[config.mk]
export PLATFORM = sky130hd
export DESIGN_NAME = eh2_exu_mul_wb_ctl
export DESIGN_NICKNAME = d
export VERILOG_FILES = /design/src/rtl/eh2_pkg.sv /design/src/rtl/eh2_exu_mul_wb_fifo.sv /design/src/rtl/eh2_exu_mul_wb_ctl.sv
export SDC_FILE = /design/constraint.sdc
export NUM_CORES = 1
export LEC_CHECK = 0
export CAP_MARGIN = 20
export CORE_AREA = 3 3 119 121
export DETAILED_ROUTE_END_ITERATION = 6
export DIE_AREA = 0 0 122 124
export PLACE_DENSITY = 0.78
export SYNTH_ARGS = -nofsm -noshare
export SYNTH_HDL_FRONTEND = slang
export SYNTH_HIERARCHICAL = 1
export SYNTH_SLANG_ARGS = --single-unit
[constraint.sdc]
create_clock -name clk -period 3 [get_ports clk]
set_clock_uncertainty 0.2 [all_clocks]
set_input_delay 0.6 -clock clk [delete_from_list [all_inputs] [get_ports clk]]
set_output_delay 0.6 -clock clk [all_outputs]
set_load 0.02 [all_outputs]
[src/rtl/eh2_pkg.sv]
// Shared types and constants for the EH2 execute-unit multiply writeback path.
package eh2_pkg;

    // Issue-to-e3 distance of the multiplier pipeline (e1, e2, e3).
    localparam int MUL_WB_LAT    = 3;

    // Widest destination index a tag can carry; RF_ADDR_W must not exceed it.
    localparam int RF_ADDR_MAX_W = 8;

    // Per-stage tag that rides alongside a multiply through e1..e3.
    typedef struct packed {
        logic                     valid;
        logic                     tid;
        logic [RF_ADDR_MAX_W-1:0] rd;
    } eh2_mul_wb_tag_t;

    // True when the tag holds a live multiply of thread tid.
    function automatic logic tag_hit(input eh2_mul_wb_tag_t t, input logic tid);
        return t.valid & (t.tid == tid);
    endfunction

    // Advance a pre-e3 tag by one stage, killing it if its thread is flushed.
    function automatic eh2_mul_wb_tag_t tag_adv(input eh2_mul_wb_tag_t t,
                                                input logic [1:0]      flush);
        eh2_mul_wb_tag_t r;
        r = t;
        if (flush[t.tid]) r.valid = 1'b0;
        return r;
    endfunction

endpackage

[src/rtl/eh2_exu_mul_wb_fifo.sv]
// Skid FIFO for committed multiply results awaiting the register-file arbiter.
// Pointers wrap modulo DEPTH so any depth works; a per-slot valid mask is kept
// so the owner can see which thread each resident entry belongs to.
module eh2_exu_mul_wb_fifo #(
    parameter int DEPTH = 4,
    parameter int WIDTH = 38
) (
    input  logic                       clk,
    input  logic                       rst,
    input  logic                       i_push,
    input  logic [WIDTH-1:0]           i_wdata,
    input  logic                       i_pop,
    output logic [WIDTH-1:0]           o_head,
    output logic [$clog2(DEPTH+1)-1:0] o_count,
    output logic                       o_empty,
    output logic [DEPTH-1:0]           o_slot_vld,
    output logic [DEPTH-1:0]           o_slot_msb
);

    localparam int PTR_W = $clog2(DEPTH);
    localparam int CNT_W = $clog2(DEPTH+1);

    logic [DEPTH-1:0][WIDTH-1:0] r_mem;
    logic [PTR_W-1:0]            r_wr_ptr;
    logic [PTR_W-1:0]            r_rd_ptr;
    logic [CNT_W-1:0]            r_count;
    logic [DEPTH-1:0]            r_vld;
    logic                        w_pop;

    function automatic logic [PTR_W-1:0] ptr_inc(input logic [PTR_W-1:0] p);
        return (p == PTR_W'(DEPTH-1)) ? '0 : p + 1'b1;
    endfunction

    // A pop on an empty FIFO is ignored rather than corrupting the pointers.
    assign w_pop      = i_pop & ~o_empty;
    assign o_empty    = (r_count == '0);
    assign o_count    = r_count;
    assign o_head     = r_mem[r_rd_ptr];
    assign o_slot_vld = r_vld;

    // Expose each slot's top bit (the thread id in the owner's packing).
    always_comb begin
        o_slot_msb = '0;
        for (int i = 0; i < DEPTH; i++) o_slot_msb[i] = r_mem[i][WIDTH-1];
    end

    // Pointer, occupancy and slot-valid bookkeeping; push and pop may coincide.
    always_ff @(posedge clk) begin
        if (rst) begin
            r_wr_ptr <= '0;
            r_rd_ptr <= '0;
            r_count  <= '0;
            r_vld    <= '0;
        end else begin
            if (w_pop) begin
                r_rd_ptr        <= ptr_inc(r_rd_ptr);
                r_vld[r_rd_ptr] <= 1'b0;
            end
            if (i_push) begin
                r_wr_ptr        <= ptr_inc(r_wr_ptr);
                r_vld[r_wr_ptr] <= 1'b1;
            end
            case ({i_push, w_pop})
                2'b10:   r_count <= r_count + 1'b1;
                2'b01:   r_count <= r_count - 1'b1;
                default: r_count <= r_count;
            endcase
        end
    end

    // Storage carries no reset; stale slots are masked by r_vld.
    always_ff @(posedge clk) begin
        if (i_push) r_mem[r_wr_ptr] <= i_wdata;
    end

endmodule

[src/rtl/eh2_exu_mul_wb_ctl.sv]
// Multiply writeback control: tracks {valid, tid, rd} tags through e1..e3,
// joins them with the e3 multiplier result, and queues the result in a skid
// FIFO toward the register-file arbiter. Issue is credit-limited so the FIFO
// can never overflow even if every in-flight multiply ends up stalled.
// Optional: define EXU_MUL_WB_BYPASS_EN to present e3 directly on wb_* when
// the FIFO is empty (writeback at issue+3 instead of issue+4).
module eh2_exu_mul_wb_ctl
    import eh2_pkg::*;
#(
    parameter int RF_ADDR_W  = 5,
    parameter int SKID_DEPTH = 4
) (
    input  logic                 clk,
    input  logic                 rst,
    input  logic                 issue_valid,
    input  logic                 issue_tid,
    input  logic [RF_ADDR_W-1:0] issue_rd,
    output logic                 issue_ready,
    input  logic [1:0]           flush,
    input  logic [31:0]          mul_result_e3,
    output logic                 wb_valid,
    output logic                 wb_tid,
    output logic [RF_ADDR_W-1:0] wb_rd,
    output logic [31:0]          wb_data,
    input  logic                 wb_ready,
    output logic [1:0]           busy
);

    localparam int ENT_W = 1 + RF_ADDR_W + 32;
    localparam int CNT_W = $clog2(SKID_DEPTH+1);
    localparam int USE_W = CNT_W + 2;

    eh2_mul_wb_tag_t        r_tag [MUL_WB_LAT];
    eh2_mul_wb_tag_t        w_iss_tag;
    eh2_mul_wb_tag_t        w_e3;
    logic                   w_iss_acc;
    logic                   w_rdy;
    logic [USE_W-1:0]       w_used;
    logic [CNT_W-1:0]       w_fifo_cnt;
    logic                   w_fifo_empty;
    logic [SKID_DEPTH-1:0]  w_slot_vld;
    logic [SKID_DEPTH-1:0]  w_slot_msb;
    logic [ENT_W-1:0]       w_head;
    logic [ENT_W-1:0]       w_e3_ent;
    logic [ENT_W-1:0]       w_wb_ent;
    logic                   w_byp;
    logic                   w_push;
    logic                   w_pop;
    logic                   w_wb_vld;
    logic [1:0]             w_busy;
    logic                   w_unused_rd;

    assign w_e3 = r_tag[MUL_WB_LAT-1];

    // Credits: every live tag and every queued entry holds one FIFO slot.
    always_comb begin
        w_used = USE_W'(w_fifo_cnt);
        for (int i = 0; i < MUL_WB_LAT; i++) w_used = w_used + USE_W'(r_tag[i].valid);
    end

    assign w_rdy       = (w_used < USE_W'(SKID_DEPTH));
    assign issue_ready = rst | w_rdy;

    // A same-cycle flush of the issuing thread drops the issue outright.
    assign w_iss_acc       = issue_valid & w_rdy & ~rst & ~flush[issue_tid];
    assign w_iss_tag.valid = w_iss_acc;
    assign w_iss_tag.tid   = issue_tid;
    assign w_iss_tag.rd    = RF_ADDR_MAX_W'(issue_rd);

    // Unstalled tag pipeline; flush kills tags leaving e1 and e2, never e3.
    always_ff @(posedge clk) begin
        if (rst) begin
            for (int i = 0; i < MUL_WB_LAT; i++) r_tag[i] <= '0;
        end else begin
            r_tag[0] <= w_iss_tag;
            for (int i = 1; i < MUL_WB_LAT; i++) r_tag[i] <= tag_adv(r_tag[i-1], flush);
        end
    end

    // Upper rd bits beyond RF_ADDR_W are padding in the tag.
    assign w_unused_rd = ^w_e3.rd;
    assign w_e3_ent    = {w_e3.tid, w_e3.rd[RF_ADDR_W-1:0], mul_result_e3};

`ifdef EXU_MUL_WB_BYPASS_EN
    // Only bypass when nothing older is queued, so order is preserved.
    assign w_byp = w_fifo_empty & w_e3.valid;
`else
    assign w_byp = 1'b0;
`endif

    // A bypassed result that is not accepted this cycle falls into the FIFO
    // and becomes the head next cycle, so wb_* stays stable under backpressure.
    assign w_push   = w_e3.valid & ~(w_byp & wb_ready);
    assign w_pop    = ~w_fifo_empty & wb_ready;
    assign w_wb_vld = ~rst & (~w_fifo_empty | w_byp);
    assign w_wb_ent = w_byp ? w_e3_ent : w_head;

    assign wb_valid = w_wb_vld;
    assign wb_tid   = w_wb_vld & w_wb_ent[ENT_W-1];
    assign wb_rd    = w_wb_vld ? w_wb_ent[32 +: RF_ADDR_W] : '0;
    assign wb_data  = w_wb_vld ? w_wb_ent[31:0] : '0;

    eh2_exu_mul_wb_fifo #(
        .DEPTH (SKID_DEPTH),
        .WIDTH (ENT_W)
    ) u_fifo (
        .clk        (clk),
        .rst        (rst),
        .i_push     (w_push),
        .i_wdata    (w_e3_ent),
        .i_pop      (w_pop),
        .o_head     (w_head),
        .o_count    (w_fifo_cnt),
        .o_empty    (w_fifo_empty),
        .o_slot_vld (w_slot_vld),
        .o_slot_msb (w_slot_msb)
    );

    // Per-thread busy from live tags and resident FIFO entries.
    always_comb begin
        w_busy = '0;
        for (int t = 0; t < 2; t++) begin
            for (int i = 0; i < MUL_WB_LAT; i++) w_busy[t] = w_busy[t] | tag_hit(r_tag[i], t[0]);
            for (int s = 0; s < SKID_DEPTH; s++)
                w_busy[t] = w_busy[t] | (w_slot_vld[s] & (w_slot_msb[s] == t[0]));
        end
    end

    assign busy = rst ? 2'b00 : w_busy;

endmodule

==> out/results.ini, run 1 <==
[finish]
drive_gt1_share_pct=19.6
area_growth_pct=23.2
fin_cells=680
nets=548
fillers=889
utilization_pct=67.3
antennaDiodeCount=0

[pwr]
comb_power_share_pct=2.3
power_density_nw_per_um2=575
clockPowerShare_pct=43.4
internal_power_mw=4.21
total_power_mw=5.11
switchingPower_uw=901
switching_share_pct=17.6
ir_drop_v=0.000436
leakage_nw=3.16
pwr-share-seq_pct=54.4

[min_path]
hp-start=r_tag[0][1]$_SDFF_PP0_
hold_class=reg2reg
whs_path_depth=1
holdPathEnd=r_tag[0][11]$_SDFF_PP0_

[setup_path]
reg2reg_to=u_fifo/o_count[2]$_SDFFE_PP0P_
start_kind=primary input
reg2reg_slack_ns=0.64
cp_data_arrival_time_ns=2.15
r2r.worst_path.cells=9
cp_max_fo=17
timing.rr.start=u_fifo/o_count[1]$_SDFFE_PP0P_
worstSetupPathType=in2out
critPathCaptureType=output port
critPathRequiredTime_ns=2.20

[timing]
worst_pin_slew_ns=0.569
drv_slew=0
hold_viol=0
setup_viol=0
period_needed_ns=2.95
rsz0062_at_grt=no
fin_crit_sh_pct=98.2
timing.hold.ws_ns=0.228
timing.final.ws_setup_ns=0.0542
fmax_mhz=339
relSlewSlack_pct=62.0

[logic_synthesis]
synth_compound_area_share_pct=2.08
yosysTopAreaCellShare_pct=63.3
yosys.area_share.simple_pct=6.73
synthTopCellsByArea=edfxtp_1, mux4_2, dfxtp_1
synth.avg_cell_area_um2=18.6
synthCells=387
synth_top_area_cell=edfxtp_1
syn_nets=443
synth.distinct_cells=36
netlist_area_um2=7210
synth_fa_ha_area_share_pct=2.29
synth_top_family_by_area=multiplexers
ys_warn_count=6
synth_mux_area_share_pct=12.5
synthXorXnorAreaFrac_pct=0.243
synth_seq_cells=184
ys_seq_area_share_pct=72.2

[floorplan]
fp.dieW_um=122
die_h_um=124
dieArea_um2=15100
fp.coreArea_um2=13200
rows=42
start_util_pct=54.7
io_pins=86

[clock_tree]
cts_buffer_depth=2
cts_tree=done
htree_levels=4
clk_pin_slew_worst_paths_ns=0.06
hold_buffers=0
numCtsBuffers=17
cts_sinks=184
clk_latency_ns=0.42
cts-root-buf=clkbuf_16

[job]
cap_viol_max_count=0

[place]
dp.cells=645
portBuffers=85
pre_cts_ws_ns=-0.0681
hpwl_um=8120
gp_congestion=0.759

[drt]
drc=0
post_drt_wl_per_cell_um=19.0
dr.first_iter.drc_count=363
route.vias.total=3660
viasPerCell=5.38
drtPass1Iterations=6
routed_wl_um=12900
postRouteAntennaNets=0

[global_routing]
grt_max_degree=27
grt_pass1_wl_um=20600
grt.overflow.total=0
grt_usage_pct=18.7
antenna_found_initial=0
grt_pass1_vias=3846

[run_status]
status=finished clean

-- worst max path at each step --
stage                                         startpoint           to  slack [ns]  cells after the start
after global routing                                 rst     wb_valid       0.007                      4
after floorplan           u_fifo/o_count[0]$_SDFFE_PP0P_  issue_ready        0.54                      6
after detailed placement                             rst   wb_data[8]       -0.07                      5
after CTS                         r_tag[0][9]$_SDFF_PP0_  issue_ready        0.04                      7
after global placement                               rst       wb_tid       -0.03                      5
final                                                rst      busy[1]        0.05                      4
-- synth_stat cells (all sizes together) --
library cell,instances
clkbuf,4
mux2,2
a2111oi,1
nor2,13
mux2i,2
nor3,2
mux4,38
a311oi,4
ha,10
a222oi,2
or3,1
a31oi,2
nand2,5
xor2,2
a22oi,3
o31a,1
fa,2
o31ai,1
nor2b,14
dfxtp,32
and2b,5
and2,38
nor4b,1
a21oi,4
inv,23
edfxtp,152
buf,18
a311o,1
nor3b,2
nand2b,1
o21ai,1
-- flip-flops by register name, indices dropped and copies added, names as in the netlist --
name	cells
u_fifo/o_count	3
r_tag	21
u_fifo/o_slot_msb	4
u_fifo/r_wr_ptr	2
u_fifo/r_mem	148
u_fifo/r_rd_ptr	2
u_fifo/o_slot_vld	4
-- repair_timing --
| item | CTS | global route |
|---|---|---|
| gates resized for setup | 45 | 3 |
| setup endpoints to repair | 39 | 2 |
| pin swaps | 1 | 1 |
| setup buffers | 3 | 1 |
-- through the flow --
step | TNS (ns) | area [um^2]
detailed placement | -0.823 | 8300
finish | 0 | 8880
global route | 0 | 8880
floorplan | 0 | 7210
global placement | -0.0427 | 8300
CTS | 0 | 8870
-- logic make-up after synthesis --
kind of cell               after synthesis
AOI/OAI and AO/OA                       20
xor gates and xnor gates                 2
adders and majority gates               12
buffers and inverters                   45
DFF                                    184
muxes                                   42
and+or+nand+nor                         82
-- metal layers --
layer  share of wire, %  GRT usage, %  vias to the layer above
li1                   -             -                     1677
met1                 40          24.1                     1845
met2                 51          30.1                      123
met3                6.9          5.22                       15
met4                1.5          8.12                        0
met5                  0             0                        -
-- area by class of cell --
class                   instances  area [um^2]  area share (%)
well taps                     176          220            2.48
repair buffers                108         1050            11.9
clock buffers                  18          429            4.83
inverters                      23         86.3           0.972
multi-input cells             158         1720            19.4
flip-flops and latches        184         5210            58.7
clock inverters                13          160            1.80
-- layout by cell type (no fill, tap or decap), types with 3 or more instances in the layout --
cell type / count
clkbuf_16: 17
and2b_1: 5
nor2b_1: 14
a311oi_1: 4
nand2_1: 5
a21oi_1: 4
buf_12: 6
dlygate4sd2_1: 38
buf_4: 17
dfxtp_2: 3
bufinv_16: 4
dfxtp_1: 28
mux4_2: 38
ha_1: 10
nor2_1: 12
clkinv_1: 6
edfxtp_1: 152
a22oi_1: 3
inv_1: 19
and2_1: 38
clkdlybuf4s50_1: 45
inv_2: 4
-- worst max-delay path, stage by stage --
cell,delay [ns]
clkdlybuf4s50_1,0.46
buf_4,0.23
a31oi_1,0.20
clkdlybuf4s50_1,0.65
-- power groups by stage --
| stage | logic [mW] | clock network (mW) | registers [mW] |
|---|---|---|---|
| 3_3_place_gp | 0.112 | 0 | 2.83 |
| 3_5_place_dp | 0.117 | 0 | 2.83 |
| 5_1_grt | 0.126 | 2.35 | 2.78 |
| 2_1_floorplan | 0.0297 | 0 | 2.83 |
| 6_report | 0.116 | 2.21 | 2.78 |
| 4_1_cts | 0.117 | 2.26 | 2.78 |
Note: power is estimated with default switching activity, not from simulation.
==> run 2: changes to the inputs <==
Settings changed: PLACE_DENSITY 0.78 to 0.86, SLEW_MARGIN set to 0.
==> run 2 against run 1 <==
Compared with the run above:
- die area stayed put
- combinational power increased by 4%
- routed wire length increased by 8.8%
- worst setup slack better by 0.054 ns
- via count up 3.5%
- final area shrank 0.27%
- core utilization shrank 0.18 points
- register-to-register slack barely moved
- sequential share of layout area is 0.16 points higher
- clock-buffer cell count up 2
- flip-flop and latch count did not move
==> out/results.ini, run 2 (synthesized netlist as in run 1, its figures left out) <==
[pwr]
pwr-share-seq_pct=54.1  ; -0.3 points
total_power_mw=5.13  ; +0.40%
comb_power_share_pct=2.4  ; about the same
switching_share_pct=17.7  ; +0.11 points
internal_power_mw=4.22  ; +0.27%
ir_drop_v=0.000328  ; -25%
leakage_nw=3.18  ; +0.71%
power_density_nw_per_um2=579  ; +0.67%
switchingPower_uw=910  ; +1.0%
clockPowerShare_pct=43.5  ; about the same

[place]
placed_area_um2=8270  ; -0.33%
portBuffers=85  ; unchanged
pre_cts_ws_ns=-0.0504  ; +0.0178 ns
dp.cells=645  ; unchanged
gp_congestion=0.745  ; -1.8%
hpwl_um=8290  ; +2.0%

[timing]
rsz0062_at_grt=no
timing.hold.ws_ns=0.236  ; +0.00837 ns
period_needed_ns=2.89  ; -0.0535 ns
fin_crit_sh_pct=96.4  ; -1.8 points
worst_pin_slew_ns=0.687  ; +0.118 ns
relSlewSlack_pct=54.1  ; -7.9 points
drv_slew=0  ; unchanged
hold_viol=0  ; unchanged
setup_viol=0  ; unchanged
fmax_mhz=346  ; +1.9%
timing.final.ws_setup_ns=0.108  ; +0.0535 ns

[clock_tree]
hold_buffers=0  ; unchanged
clk_pin_slew_worst_paths_ns=0.06  ; about the same
cts_tree=done
numCtsBuffers=17  ; unchanged
htree_levels=4  ; unchanged
cts_sinks=184  ; unchanged
clk_latency_ns=0.41  ; about the same
cts-root-buf=clkbuf_16
cts_buffer_depth=2  ; unchanged

[drt]
drtPass1Iterations=5  ; -1
viasPerCell=5.58  ; +3.7%
postRouteAntennaNets=0  ; unchanged
dr.first_iter.drc_count=352  ; -3.0%
drc=0  ; unchanged
routed_wl_um=14100  ; +8.8%
route.vias.total=3789  ; +3.5%
post_drt_wl_per_cell_um=20.7  ; +9.0%

[finish]
largest_register=u_fifo/r_mem
fin_cells=679  ; -0.15%
multi_input_area_um2=1720  ; -0.15%
drive_gt1_share_pct=19.3  ; -0.36 points
final_cell_mix=edfxtp_1, clkdlybuf4s50_1, and2_1, mux4_2, dlygate4sd2_1
fillers=875  ; -1.6%
reg.largest.list=u_fifo/r_mem (148), r_tag (21)
largest_reg_flops=148  ; unchanged
antennaDiodeCount=0  ; unchanged
nets=547  ; -0.18%
final_common_cell=edfxtp_1
finalInstanceArea_um2=8860  ; -0.27%
area_growth_pct=22.9
ff_latch_area_um2=5210  ; unchanged

[setup_path]
critPathCaptureType=output port
crit_slowest_cell=fa_1
cp_data_arrival_time_ns=2.09  ; -0.06 ns
critPathRequiredTime_ns=2.20  ; about the same
cp_max_fo=2  ; -15
slowest_delay_ns=0.40  ; -0.25 ns
crit_chain=inv_1 > fa_1 > inv_1 > ha_1 > a311o_1 > nand2b_1 > buf_2
worstSetupPathType=reg2out
crit_top_cell=inv_1
start_kind=flop

[floorplan]
start_util_pct=54.7  ; unchanged
io_pins=86  ; unchanged
die_h_um=124  ; unchanged
fp.dieW_um=122  ; unchanged
fp.coreArea_um2=13200  ; unchanged
dieArea_um2=15100  ; unchanged
rows=42  ; unchanged

[global_routing]
grt_pass1_wl_um=21700  ; +5.1%
grt.overflow.total=0  ; unchanged
antenna_found_initial=0  ; unchanged
grt_max_degree=40  ; +48%
grt_pass1_vias=3929  ; +2.2%
grt_usage_pct=19.4  ; +0.67 points

[run_status]
status=finished clean

[min_path]
hold_class=reg2reg

[job]
cap_viol_max_count=0  ; unchanged

==> run 2: layer usage <==
metal | vias to the layer above | part of all wire, % | global-route usage (%)
met2 | 132 | 52 | 32.9
met1 | 1967 | 41 | 25.4
met3 | 14 | 5.6 | 4.22
met4 | 0 | 0.95 | 5.88
li1 | 1676 | - | -
met5 | - | 0 | 0
==> run 2: final timing paths <==
path,depth (start not counted),to,startpoint,slack [ns]
hold / removal,1,r_tag[0][11]$_SDFF_PP0_,r_tag[0][1]$_SDFF_PP0_,0.24
setup / recovery,7,issue_ready,u_fifo/o_count[0]$_SDFFE_PP0P_,0.11
hold reg to reg,1,r_tag[0][11]$_SDFF_PP0_,r_tag[0][1]$_SDFF_PP0_,0.24
setup reg to reg,9,u_fifo/o_count[2]$_SDFFE_PP0P_,u_fifo/o_count[2]$_SDFFE_PP0P_,0.64
==> run 2: final cells by class <==
cell class                 instances  area share (%)
timing repair buffer             107            11.6
multi-input combinational        158            19.4
clock inverter                    11            1.75
tap                              176            2.49
sequential                       184            58.8
clock buffer                      20            4.93
inverter                          23           0.975
==> run 2: worst max-delay path, delay by kind of cell, from the launching register on <==
family          cells  cell delay [ns]
compound gates      1             0.39
fa+ha+maj           2             0.61
buf+inv             3             0.29
flops               1             0.33
simple gates        1             0.08
==> run 2: what timing repair did <==
item / CTS / global route
setup buffers: 3 / 0
gates resized for setup: 39 / 4
setup endpoints to repair: 37 / 4
==> run 2: stage by stage <==
stage / utilization [%] / setup TNS (ns)
after floorplan: - / 0
after global placement: 62.7 / -0.157
after detailed placement: 62.7 / -0.208
after CTS: 67.1 / 0
after global routing: 67.2 / 0
final: 67.2 / 0
==> run 2: power groups by stage <==
| stage | registers (mW) | logic (mW) | clock network [mW] |
|---|---|---|---|
| global route | 2.78 | 0.131 | 2.36 |
| CTS | 2.78 | 0.122 | 2.27 |
| global placement | 2.83 | 0.114 | 0 |
| detailed placement | 2.83 | 0.120 | 0 |
| finish | 2.78 | 0.121 | 2.23 |
| floorplan | 2.83 | 0.0297 | 0 |
==> edit 1, RTL diff (config.mk and constraints of run 1) <==
Change the parameter `RF_ADDR_W` from 5 to 4.
--- a/src/rtl/eh2_exu_mul_wb_ctl.sv
+++ b/src/rtl/eh2_exu_mul_wb_ctl.sv
@@ -7,7 +7,7 @@
 module eh2_exu_mul_wb_ctl
     import eh2_pkg::*;
 #(
-    parameter int RF_ADDR_W  = 5,
+    parameter int RF_ADDR_W  = 4,
     parameter int SKID_DEPTH = 4
 ) (
     input  logic                 clk,
Interface: changed (resized issue_rd and wb_rd); port bits go from 86 to 84. The function was not compared with the original's and may differ.
==> edit 1 against run 1 <==
- power decreased by 2.1%
- design area decreased by 3.2%
- largest cell class unchanged
- critical path type unchanged
- die area unchanged
- global-route usage decreased by 1.5 points
- area after synthesis decreased by 4.1%
- synthesized cell count decreased by 3.4%
- sequential cell count decreased by 7
- largest power group unchanged
- wire length decreased by 7.1%
- sequential share of layout area decreased by 0.18 points
- register-to-register slack improved by 0.06 ns
- setup slack improved by 0.055 ns
- non-clock buffer count decreased by 6
==> edit 1: results (changes against run 1) <==
- Largest net degree at the start of global routing: 39 (was 27)
- Status: completed (unchanged)
- Maximum vdd drop: 0.3357 mV (was 0.4360 mV)
- Register area share after synthesis: 0.7270 (was 0.7218)
- Ant. Diodes: 0 (unchanged)
- Slew @ Worst Pin: 0.5388 ns (was 0.5689 ns)
- Iteration-0 DRC Markers: 238 (was 363)
- DRT Wirelength: 12.00 mm (was 12.92 mm)
- Synth async-reset ratio: 0 (unchanged)
- Fraction of layout instances using a drive strength above 1: 0.2012 (was 0.1964)
- Clk_lat worst skew: 0.41 ns
- Core Box Area: 13,190 um^2 (unchanged)
- GRT Total Usage: 0.1718 (was 0.1869)
- Largest cells by area after synthesis: edfxtp_1 (64%), mux4_2 (12%), dfxtp_1 (8.4%) (was edfxtp_1 (63%), mux4_2 (12%), dfxtp_1 (8.9%))
- R2R cell count: 10 (was 9)
- Dpl hpwl: 7.680 mm (was 8.120 mm)
- I/O Buffers: 83 (was 85)
- Via/cell ratio: 5.312 (was 5.382)
- Pre-antenna DRT Iters: 6 (unchanged)
- Max Buffers Root-to-Sink: 2 (unchanged)
- Routability congestion estimate: 0.8077 (was 0.7593)
- Antenna violations before repair: 1 (was 0)
- Vias in the first global route: 3,742 (was 3,846)
- PD cells: 581.5 nW/um^2 (was 575.0 nW/um^2)
- Post-synth EDFFs: 148 (was 152)
- Nets: 529 (was 548)
- Top cells by count, synth: edfxtp_1 (148), and2_1 (37), mux4_2 (37) (was edfxtp_1 (152), and2_1 (38), mux4_2 (38))
- DP Worst Slack: -0.03886 ns (was -0.06814 ns)
- Area after DPL: 8018 um^2 (was 8302 um^2)
- RR Endpoint: u_fifo/o_count[2] (unchanged)
- LEAKAGE: 3.067 nW (was 3.159 nW)
- Max incr delay on CP: 0.64 ns
- Hold WS: 0.2378 ns (was 0.2276 ns)
- CP Data Arrival Time: 2.09 ns (was 2.15 ns)
- Net count after synthesis: 429 (was 443)
- Critical path's slowest cell: clkdlybuf4s50_1 (unchanged)
- Placed cell count: 630 (was 645)
- Syn Area/Cell: 18.48 um^2 (was 18.63 um^2)
- RR Startpoint: u_fifo/o_count[0] (was u_fifo/o_count[1])
- First-pass GRT wire length: 19.20 mm (was 20.62 mm)
- Post-synth cell types: 35 (was 36)
- Worst-path maximum fanout: 18 (was 17)
- Reg2reg setup slack: 0.70 ns (was 0.64 ns)
- Via count: 3,522 (was 3,660)
- Layout fillers: 900 (was 889)
- Biggest regs: u_fifo/r_mem: 144 flops, r_tag: 18 flops (was u_fifo/r_mem: 148 flops, r_tag: 21 flops)
-- edit 1: repair_timing --
item                                    4_1_cts  5_1_grt
hold buffers                                  0        0
endpoints found under the setup margin       35        4
resized for setup                            41        6
buffers inserted                              0        1
gates cloned                                  0        0
pin swaps                                     1        1
-- edit 1: logic make-up after synthesis --
group | count (synthesis) | share of synthesized area
mux | 41 | 0.1273
fa+ha+maj | 12 | 0.02390
compound gates | 20 | 0.02172
buf+inv | 44 | 0.03168
flops | 177 | 0.7270
simple gates | 78 | 0.06589
xor+xnor | 2 | 0.002535
-- edit 1: report_power, final --
group          internal (W)  switching [W]  total (W)
registers           0.00267     0.00000545    0.00267
logic             0.0000678      0.0000470   0.000115
clock network       0.00138       0.000830    0.00221
-- edit 1: layer usage --
| layer | vias to the layer above | track usage | share of wire |
|---|---|---|---|
| met2 | 105 | 0.2894 | 0.51 |
| met3 | 19 | 0.04496 | 0.049 |
| met1 | 1775 | 0.2098 | 0.41 |
| met5 | - | 0 | 0.0011 |
| li1 | 1621 | - | - |
| met4 | 2 | 0.07913 | 0.022 |
-- edit 1: worst max-delay path by stage --
stage | startpoint | to | slack (ns) | depth (start not counted)
after floorplan | u_fifo/o_count[0] | issue_ready | 0.47 | 6
after global placement | rst | wb_rd[1] | -0.03 | 5
after detailed placement | rst | wb_rd[1] | -0.04 | 5
after CTS | rst | wb_data[2] | 0.005 | 5
after global routing | u_fifo/o_count[0] | issue_ready | 0.002 | 7
final | rst | busy[0] | 0.11 | 4
-- edit 1: layout make-up --
cell class,count,share of cell area
Clock buffer,20,0.05076
Clock inverter,12,0.01920
Inverter,23,0.01004
Multi-Input combinational cell,153,0.1948
Sequential cell,177,0.5850
Tap cell,176,0.02560
Timing Repair Buffer,102,0.1146
==> edit 2, RTL diff (flow settings as in run 1) <==
Without the edit above. Make the reset (`rst`) asynchronous in 2 clocked blocks.
--- a/src/rtl/eh2_exu_mul_wb_fifo.sv
+++ b/src/rtl/eh2_exu_mul_wb_fifo.sv
@@ -45,7 +45,7 @@
     end
 
     // Pointer, occupancy and slot-valid bookkeeping; push and pop may coincide.
-    always_ff @(posedge clk) begin
+    always_ff @(posedge clk or posedge rst) begin
         if (rst) begin
             r_wr_ptr <= '0;
             r_rd_ptr <= '0;
--- a/src/rtl/eh2_exu_mul_wb_ctl.sv
+++ b/src/rtl/eh2_exu_mul_wb_ctl.sv
@@ -68,7 +68,7 @@
     assign w_iss_tag.rd    = RF_ADDR_MAX_W'(issue_rd);
 
     // Unstalled tag pipeline; flush kills tags leaving e1 and e2, never e3.
-    always_ff @(posedge clk) begin
+    always_ff @(posedge clk or posedge rst) begin
         if (rst) begin
             for (int i = 0; i < MUL_WB_LAT; i++) r_tag[i] <= '0;
         end else begin
Check against the original RTL: no difference found for any inputs over 4 cycles, from zero or initial values and one cycle with rst high; that may be too few to reach the edited logic, so the function may still have changed.
==> edit 2 against run 1 <==
- die area did not move
- critical path type is now reg2out
- area after synthesis fell by 0.31%
- core utilization fell by 0.44 points
- setup slack improved by 0.011 ns
- wire length fell by 4.6%
- fmax rose by 0.37%
- sequential cell count did not move
- synthesized cell count fell by 8.0%
- design area fell by 0.65%
Power is not compared: it rests on default switching activity, and its combinational part moved more than twofold at a synthesized area within 25%.
==> edit 2: results (changes against run 1) <==
- Status: completed (unchanged)
- Largest cells by area after synthesis: edfxtp_1 (63%), mux4_2 (12%), dfrtp_1 (11%) (was edfxtp_1 (63%), mux4_2 (12%), dfxtp_1 (8.9%))
- RR Endpoint: u_fifo/o_count[2] (unchanged)
- R2R cell count: 9 (unchanged)
- Maximum vdd drop: 0.4221 mV
- Hold/Removal Path Class: reg2reg (unchanged)
- Antenna violations before repair: 0 (unchanged)
- LEAKAGE: 3.179 nW
- Post-synth cell types: 33 (was 36)
- CP Data Arrival Time: 2.13 ns (was 2.15 ns)
- Net count after synthesis: 412 (was 443)
- Comb power frac: 0.270
- Clk_lat worst skew: 0.43 ns
- CTS buffer count: 17 (unchanged)
- Max Buffers Root-to-Sink: 2 (unchanged)
- Fin cells: 644 (was 680)
- Fraction of layout instances using a drive strength above 1: 0.1966 (was 0.1964)
- Ant. Diodes: 0 (unchanged)
- Pre-antenna DRT Iters: 4 (was 6)
- Syn Area/Cell: 20.19 um^2 (was 18.63 um^2)
- First-pass GRT wire length: 19.11 mm (was 20.62 mm)
- Sw power: 0.001956 W
- Top cells by count, synth: edfxtp_1 (152), and2_1 (42), mux4_2 (38) (was edfxtp_1 (152), and2_1 (38), mux4_2 (38))
- Hold WS: 0.1483 ns (was 0.2276 ns)
- Placed cell count: 611 (was 645)
- RR Startpoint: u_fifo/o_count[0] (was u_fifo/o_count[1])
- Register area share after synthesis: 0.7464 (was 0.7218)
- Worst setup margin: 0.06515 ns (was 0.05422 ns)
- Clock-net power: 0.00222 W
- Synthesis warning total: 6 (unchanged)
- Dpl hpwl: 7.387 mm (was 8.120 mm)
- DRT Wirelength: 12.33 mm (was 12.92 mm)
- Area after DPL: 8238 um^2 (was 8302 um^2)
- Net Sw Frac: 0.2752
- CTS Root Cell: clkbuf_16 (unchanged)
- H-tree levels: 4 (unchanged)
- Synth async-reset ratio: 0.1739 (was 0)
- Nets: 511 (was 548)
- Max-slew violations: 0 (unchanged)
- Worst setup startpoint: u_fifo/r_rd_ptr[0] (was rst)
- Via/cell ratio: 5.452 (was 5.382)
- Biggest regs: u_fifo/r_mem: 148 flops, r_tag: 20 flops (was u_fifo/r_mem: 148 flops, r_tag: 21 flops)
- Reg2reg setup slack: 0.87 ns (was 0.64 ns)
- Slew @ Worst Pin: 1.100 ns (was 0.5689 ns)
- Clk slew on worst S/H paths: 0.06 ns (about the same)
- Post CTS Setup Buffer Count: 0 (was 3)
- I/O Buffers: 85 (unchanged)
- Worst-path maximum fanout: 12 (was 17)
- Iteration-0 DRC Markers: 311 (was 363)
- PostCTS Resize Cnt: 42 (was 45)
- Vias in the first global route: 3,590 (was 3,846)
- Routability congestion estimate: 0.7725 (was 0.7593)
- Largest net degree at the start of global routing: 40 (was 27)
- GRT Total Usage: 0.1747 (was 0.1869)
- DP Worst Slack: -0.01178 ns (was -0.06814 ns)
- Setup crit end: wb_data[30] (was busy[1])
- Post-synth EDFFs: 152 (unchanged)
==> edit 2: changes by cell type after synthesis, moves of 5 or more <==
cell     change
dfrtp_1     +32
dfxtp_1     -32
nor2b_1     -11
nor2_1       -9
inv_1        -6
and2b_1      -5
==> edit 2: layer usage <==
metal  routed length [um]  up-vias  GRT usage  part of all wire
met4                  231        0    0.08263             0.019
met1                 5111     1821     0.2258              0.41
met2                 6338       98     0.2790              0.51
met5                    0        -          0                 0
met3                  643       20    0.04768             0.052
li1                     -     1572          -                 -
==> edit 2: cells by family (layout without fill, tap and decap cells) <==
| family | Yosys count | in the layout | share of synthesized area |
|---|---|---|---|
| flops | 184 | 184 | 0.7464 |
| xor+xnor | 3 | 3 | 0.003656 |
| buf+inv | 35 | 147 | 0.03412 |
| mux | 40 | 40 | 0.1225 |
| simple gates | 62 | 62 | 0.05083 |
| compound gates | 20 | 20 | 0.01949 |
| fa+ha+maj | 12 | 12 | 0.02298 |
==> edit 2: cell type report <==
cell class | instances | area (um^2)
Clock inverter | 15 | 177.7
Clock buffer | 17 | 425.4
Fill cell | 862 | 4365
Inverter | 17 | 63.81
Sequential cell | 184 | 5368
Tap cell | 176 | 220.2
Multi-Input combinational cell | 137 | 1583
Timing Repair Buffer | 98 | 987.2
==> edit 2: worst max-delay path, cell delays in order, from the launching register on <==
cell and delay [ns]:
dfrtp_2 0.46, buf_8 0.21, mux4_2 0.54, and2_1 0.16
dlygate4sd2_1 0.32
==> edit 2: worst min path at each step <==
stage              start   endpoint  cells after the start
2_1_floorplan  r_tag[10]   r_tag[0]                      0
3_3_place_gp   r_tag[24]  r_tag[14]                      0
3_5_place_dp   r_tag[10]   r_tag[0]                      0
4_1_cts        r_tag[10]   r_tag[0]                      0
5_1_grt        r_tag[20]  r_tag[10]                      0
6_report       r_tag[12]   r_tag[2]                      0
